$ cat src/rtl/crc_stream_engine_if.sv
// Stream bus for crc_stream_engine: word input with framing plus the held CRC result.
// The master side feeds words and takes results; the slave side is the engine.
interface crc_stream_engine_if #(
    parameter int CRC_W  = 16,
    parameter int DATA_W = 16
) ();
    logic              start;
    logic              in_valid;
    logic              in_ready;
    logic [DATA_W-1:0] in_data;
    logic              in_last;
    logic              out_valid;
    logic              out_ready;
    logic [CRC_W-1:0]  out_crc;
    logic              out_zero;
    logic [15:0]       out_count;

    modport master (
        output start, in_valid, in_data, in_last, out_ready,
        input  in_ready, out_valid, out_crc, out_zero, out_count
    );

    modport slave (
        input  start, in_valid, in_data, in_last, out_ready,
        output in_ready, out_valid, out_crc, out_zero, out_count
    );
endinterface

$ cat src/rtl/crc_stream_engine.sv
// Parametrised MSB-first CRC over a framed word stream, one word per cycle.
// The result is held in HOLD until the consumer takes it; out_zero is the residue check.
module crc_stream_engine #(
    parameter int               CRC_W  = 16,
    parameter int               DATA_W = 16,
    parameter logic [CRC_W-1:0] POLY   = 16'h1021,
    parameter logic [CRC_W-1:0] INIT   = 16'hFFFF,
    parameter logic [CRC_W-1:0] XOROUT = 16'h0000
) (
    input  logic                 clk,
    input  logic                 reset,
    crc_stream_engine_if.slave   bus
);
    typedef enum logic [1:0] {IDLE, ACCUM, HOLD} state_t;

    state_t           state, state_d;
    logic [CRC_W-1:0] crc_q, crc_d;
    logic [15:0]      count_q, count_d;
    logic             accept;
    logic             fresh;

    // Whole word folded in one cycle: DATA_W unrolled shift/XOR steps.
    function automatic logic [CRC_W-1:0] step(input logic [CRC_W-1:0] r,
                                              input logic [DATA_W-1:0] d);
        logic [CRC_W-1:0] c;
        logic             fb;
        c = r;
        for (int i = DATA_W - 1; i >= 0; i--) begin
            fb = c[CRC_W-1] ^ d[i];
            c  = {c[CRC_W-2:0], 1'b0} ^ (fb ? POLY : '0);
        end
        return c;
    endfunction

    assign bus.in_ready  = (state != HOLD);
    assign bus.out_valid = (state == HOLD);
    assign bus.out_crc   = crc_q ^ XOROUT;
    assign bus.out_zero  = (crc_q == '0);
    assign bus.out_count = count_q;

    assign accept = bus.in_valid && bus.in_ready;
    // A word taken in IDLE or alongside start opens a new frame from INIT.
    assign fresh  = bus.start || (state == IDLE);

    always_comb begin
        state_d = state;
        crc_d   = crc_q;
        count_d = count_q;
        if (bus.start) begin
            crc_d   = INIT;
            count_d = '0;
            state_d = ACCUM;
        end
        if (accept) begin
            crc_d   = step(fresh ? INIT : crc_q, bus.in_data);
            count_d = fresh ? 16'd1 :
                      (count_q == 16'hFFFF) ? count_q : count_q + 16'd1;
            state_d = bus.in_last ? HOLD : ACCUM;
        end else if (state == HOLD && bus.out_ready && !bus.start) begin
            state_d = IDLE;
        end
    end

    always_ff @(posedge clk or posedge reset) begin
        if (reset) begin
            state   <= IDLE;
            crc_q   <= INIT;
            count_q <= '0;
        end else begin
            state   <= state_d;
            crc_q   <= crc_d;
            count_q <= count_d;
        end
    end
endmodule
$ cat src/flat_wrapper.sv
// flat-port wrapper written by rule: the top's interface ports become plain ports
module crc_stream_engine_flat 
#(
    parameter int               CRC_W  = 16,
    parameter int               DATA_W = 16,
    parameter logic [CRC_W-1:0] POLY   = 16'h1021,
    parameter logic [CRC_W-1:0] INIT   = 16'hFFFF,
    parameter logic [CRC_W-1:0] XOROUT = 16'h0000
)
  (clk, reset, bus_start, bus_in_valid, bus_in_data, bus_in_last, bus_out_ready, bus_in_ready, bus_out_valid, bus_out_crc, bus_out_zero, bus_out_count);
  crc_stream_engine_if #(.CRC_W(CRC_W), .DATA_W(DATA_W)) bus_i ();
  input  logic clk;
  input  logic reset;
  input wire logic [$bits(bus_i.start)-1:0] bus_start;
  input wire logic [$bits(bus_i.in_valid)-1:0] bus_in_valid;
  input wire logic [$bits(bus_i.in_data)-1:0] bus_in_data;
  input wire logic [$bits(bus_i.in_last)-1:0] bus_in_last;
  input wire logic [$bits(bus_i.out_ready)-1:0] bus_out_ready;
  output wire logic [$bits(bus_i.in_ready)-1:0] bus_in_ready;
  output wire logic [$bits(bus_i.out_valid)-1:0] bus_out_valid;
  output wire logic [$bits(bus_i.out_crc)-1:0] bus_out_crc;
  output wire logic [$bits(bus_i.out_zero)-1:0] bus_out_zero;
  output wire logic [$bits(bus_i.out_count)-1:0] bus_out_count;
  assign bus_i.start = bus_start;
  assign bus_i.in_valid = bus_in_valid;
  assign bus_i.in_data = bus_in_data;
  assign bus_i.in_last = bus_in_last;
  assign bus_i.out_ready = bus_out_ready;
  assign bus_in_ready = bus_i.in_ready;
  assign bus_out_valid = bus_i.out_valid;
  assign bus_out_crc = bus_i.out_crc;
  assign bus_out_zero = bus_i.out_zero;
  assign bus_out_count = bus_i.out_count;
  crc_stream_engine #(.CRC_W(CRC_W), .DATA_W(DATA_W), .POLY(POLY), .INIT(INIT), .XOROUT(XOROUT)) u_core (.clk(clk), .reset(reset), .bus(bus_i));
endmodule
$ cat config.mk
export PLATFORM = sky130hd
export DESIGN_NAME = crc_stream_engine_flat
export DESIGN_NICKNAME = d
export VERILOG_FILES = /design/src/rtl/crc_stream_engine_if.sv /design/src/rtl/crc_stream_engine.sv /design/src/flat_wrapper.sv
export SDC_FILE = /design/constraint.sdc
export NUM_CORES = 1
export LEC_CHECK = 0
export BUFFER_PORTS_ARGS = -buffer_cell sky130_fd_sc_hd__buf_2
export CORE_AREA = 2 2 76 78
export DETAILED_ROUTE_END_ITERATION = 16
export DIE_AREA = 0 0 78 80
export PLACE_DENSITY = 0.73
export SLEW_MARGIN = 5
export SYNTH_ARGS = -nofsm -noshare
export SYNTH_HDL_FRONTEND = slang
export SYNTH_SLANG_ARGS = --single-unit
$ cat constraint.sdc
create_clock -name clk -period 5.6 [get_ports clk]
set_input_delay 1.12 -clock clk [delete_from_list [all_inputs] [get_ports clk]]
set_output_delay 1.12 -clock clk [all_outputs]
set_load 0.1 [all_outputs]
==> metrics <==
status=finished, final reports clean; post-synthesis cell type count=a little over 50; final hold slack=509 ps; average routed wire per standard cell=15.1 um; worst hold stages=1; maximum clock path buffer count=2; Critical Path RT=approximately 5800 ps; Post-synth top flop=dfrtp_1; clock latency on the worst-skew pair=290 ps; Net Count, Synth=just under 300; HP Start=u_core.bus.out_count[2]; Routed Antenna Nets=0; Die X=just under 80 um; H-tree level count=2; Syn-to-layout area delta=16.0%; number of flops mapped to enable cells by yosys=0; Final period util=0.527; worst hold-check path type=flip-flop to flip-flop; DRT iter0 DRCs=157; Design Area, Final=slightly above 3000 um^2; RSZ-0062 raised after global routing=no; leakage power=1.33 nW; post-CTS setup buffers=0; DP HPWL=4260 um; mux cell area share after synthesis=0.0133; FF+latch count, synth=34; Cell Rows=27; worst vdd ir=between 0.3 and 0.4 mV; GR Overflow Total=0; most frequent cells after synthesis=nor2_1, xnor2_1, nand2_1; Hold Fails Final Rpt=0; Worst-Margin Slew=724 ps; Post-Synthesis Cell Area=2640 um^2; die area=approximately 6200 um^2; Worst slew margin=0.516; async set-reset flop share out of synthesis=1.00; Placer Congestion=0.814; via/cell ratio=around 5.4; arrival time worst endpoint=approximately 3200 ps; post_cts resized=0; Startpoint Class=input pin; Routed WL=5970 um; share of layout cells above drive strength 1=0.347; Placed Instance Area=2950 um^2; Vert. Die Dim=80 um; Slew Viols, Final=0; Setup-failing EPs final=0; TritonCTS buffer count=5; PwrDens=between 600 and 700 nW/um^2; Initial Utilization=0.488; crit path time final=2950 ps; cell taking the most area after synthesis=dfrtp_1; most frequent cell after synthesis=nor2_1; Num Clock Sinks=34; top cells by area, synth=dfrtp_1, dfstp_2, xnor2_1; sequential area share after synthesis=0.330; fmax=0.339 GHz; largest net degree at the start of global routing=35; vias in the first global route=2026; r2r setup slk=2880 ps; CTS tree=yes; Layout Skew=approximately 6.6 ps; CTS hold repair buffers=0; DR vias=2143; Core Area=5410 um^2; Reg-to-Reg End=u_core.bus.out_count[12]; io pins=57; reg2reg start=u_core.state[0]; Worst Path Max Fanout=17; I/O Buffers=56; Synth Area in Adders=0.00474; GRT Resource Usage Total=0.203; Avg Cell Area, Syn=9.88 um^2; first-pass iteration count of the detailed router=4; compound-gate portion of the synthesized area=0.129; top cell type's share of synthesized area=0.171; cell count after synthesis=267; first-pass GRT wire length=9940 um; initial antenna violation count=0; Final nets=345; Synth Area in XOR/XNOR=0.295; CP Capture Type=flip-flop; clock root cell=clkbuf_8; setup TNS=0 ps; hold endpoint=u_core.bus.out_count[2]; worst r2r path cells=6; antenna cells=0; Post-Synth Simple-Gate Area=0.194; DRC errors left=0; Crit Path Class=input pin to flip-flop; synth warn=0; Max-Cap Viols=0; largest family of logic cells by synthesized area=XOR/XNOR gates; clock-pin slew on the worst setup and hold paths=80 ps
==> where the power goes <==
part | internal (mW) | switching [mW]
clock | 0.132 | 0.0983
combinational | 0.400 | 0.791
sequential | 0.349 | 0.110
total | 0.881 | 0.999
==> kinds of logic (layout without fill, tap and decap cells) <==
kind of cell             after synthesis  in the layout
buffers and inverters                 13             69
XOR/XNOR                              63             63
adder cells (fa/ha/maj)                1              1
AND/OR/NAND/NOR                       98             98
AO/OA/AOI/OAI                         55             55
flip-flops                            34             34
multiplexers                           3              3
==> how the worst max path moves through the flow <==
stage | to | start | cells after the start | slack, ps
finish | u_core.bus.out_count[12] | bus_in_valid | 6 | 2650
global route | u_core.bus.out_count[5] | bus_in_valid | 6 | 2380
CTS | u_core.bus.out_count[12] | bus_in_valid | 6 | 2620
detailed placement | u_core.bus.out_count[12] | bus_in_valid | 6 | 2280
global placement | u_core.bus.out_count[12] | bus_in_valid | 6 | 2440
floorplan | bus_out_valid | u_core.state[0] | 2 | 2440
==> flip-flops by register name, indices dropped and copies added (netlist names) <==
register / flops
u_core.bus.out_count: 16
u_core.bus.out_crc: 16
u_core.state: 2
==> layout by cell type (no fill, tap or decap), types with 4 or more instances in the layout <==
| master | netlist | routed |
|---|---|---|
| xnor2_4 | 7 | 7 |
| clkbuf_8 | 0 | 5 |
| a21oi_1 | 7 | 7 |
| o21ai_1 | 7 | 7 |
| nor4_1 | 4 | 4 |
| o21ai_0 | 22 | 22 |
| dfrtp_1 | 18 | 18 |
| dfstp_2 | 16 | 16 |
| buf_2 | 1 | 56 |
| nand4_1 | 8 | 8 |
| nor2_4 | 5 | 5 |
| nor2_1 | 33 | 33 |
| xnor2_2 | 8 | 8 |
| xnor2_1 | 29 | 29 |
| xor2_1 | 16 | 16 |
| nand2_1 | 26 | 26 |
==> stage by stage <==
stage	util	std cells	setup WS (ps)	total power, mW
floorplan	-	267	2440	1.47
global placement	0.545	387	2440	1.63
detailed placement	0.545	387	2280	1.64
CTS	0.566	395	2620	1.88
global route	0.566	395	2380	1.97
finish	0.566	395	2650	1.88
==> cell type report <==
type | count | area, um^2
clock inverters | 3 | 45.0
repair buffers | 58 | 295
inverters | 3 | 11.3
flip-flops and latches | 34 | 871
fillers | 486 | 2350
clock buffers | 5 | 68.8
multi-input cells | 220 | 1680
well taps | 72 | 90.1
==> critical path, cell delays in order <==
cell	delay (ps)
buf_2	150
and2_0	610
nand2_1	540
nor2_1	470
nand4_1	130
o21ai_0	150
==> routing by layer <==
layer	track usage	up-vias	wire, um
met3	0.0362	11	444
met5	0	-	0
met4	0.0684	0	111
met2	0.315	82	2780
met1	0.287	1025	2640
li1	-	1025	-
Note: power is estimated with default switching activity, not from simulation.
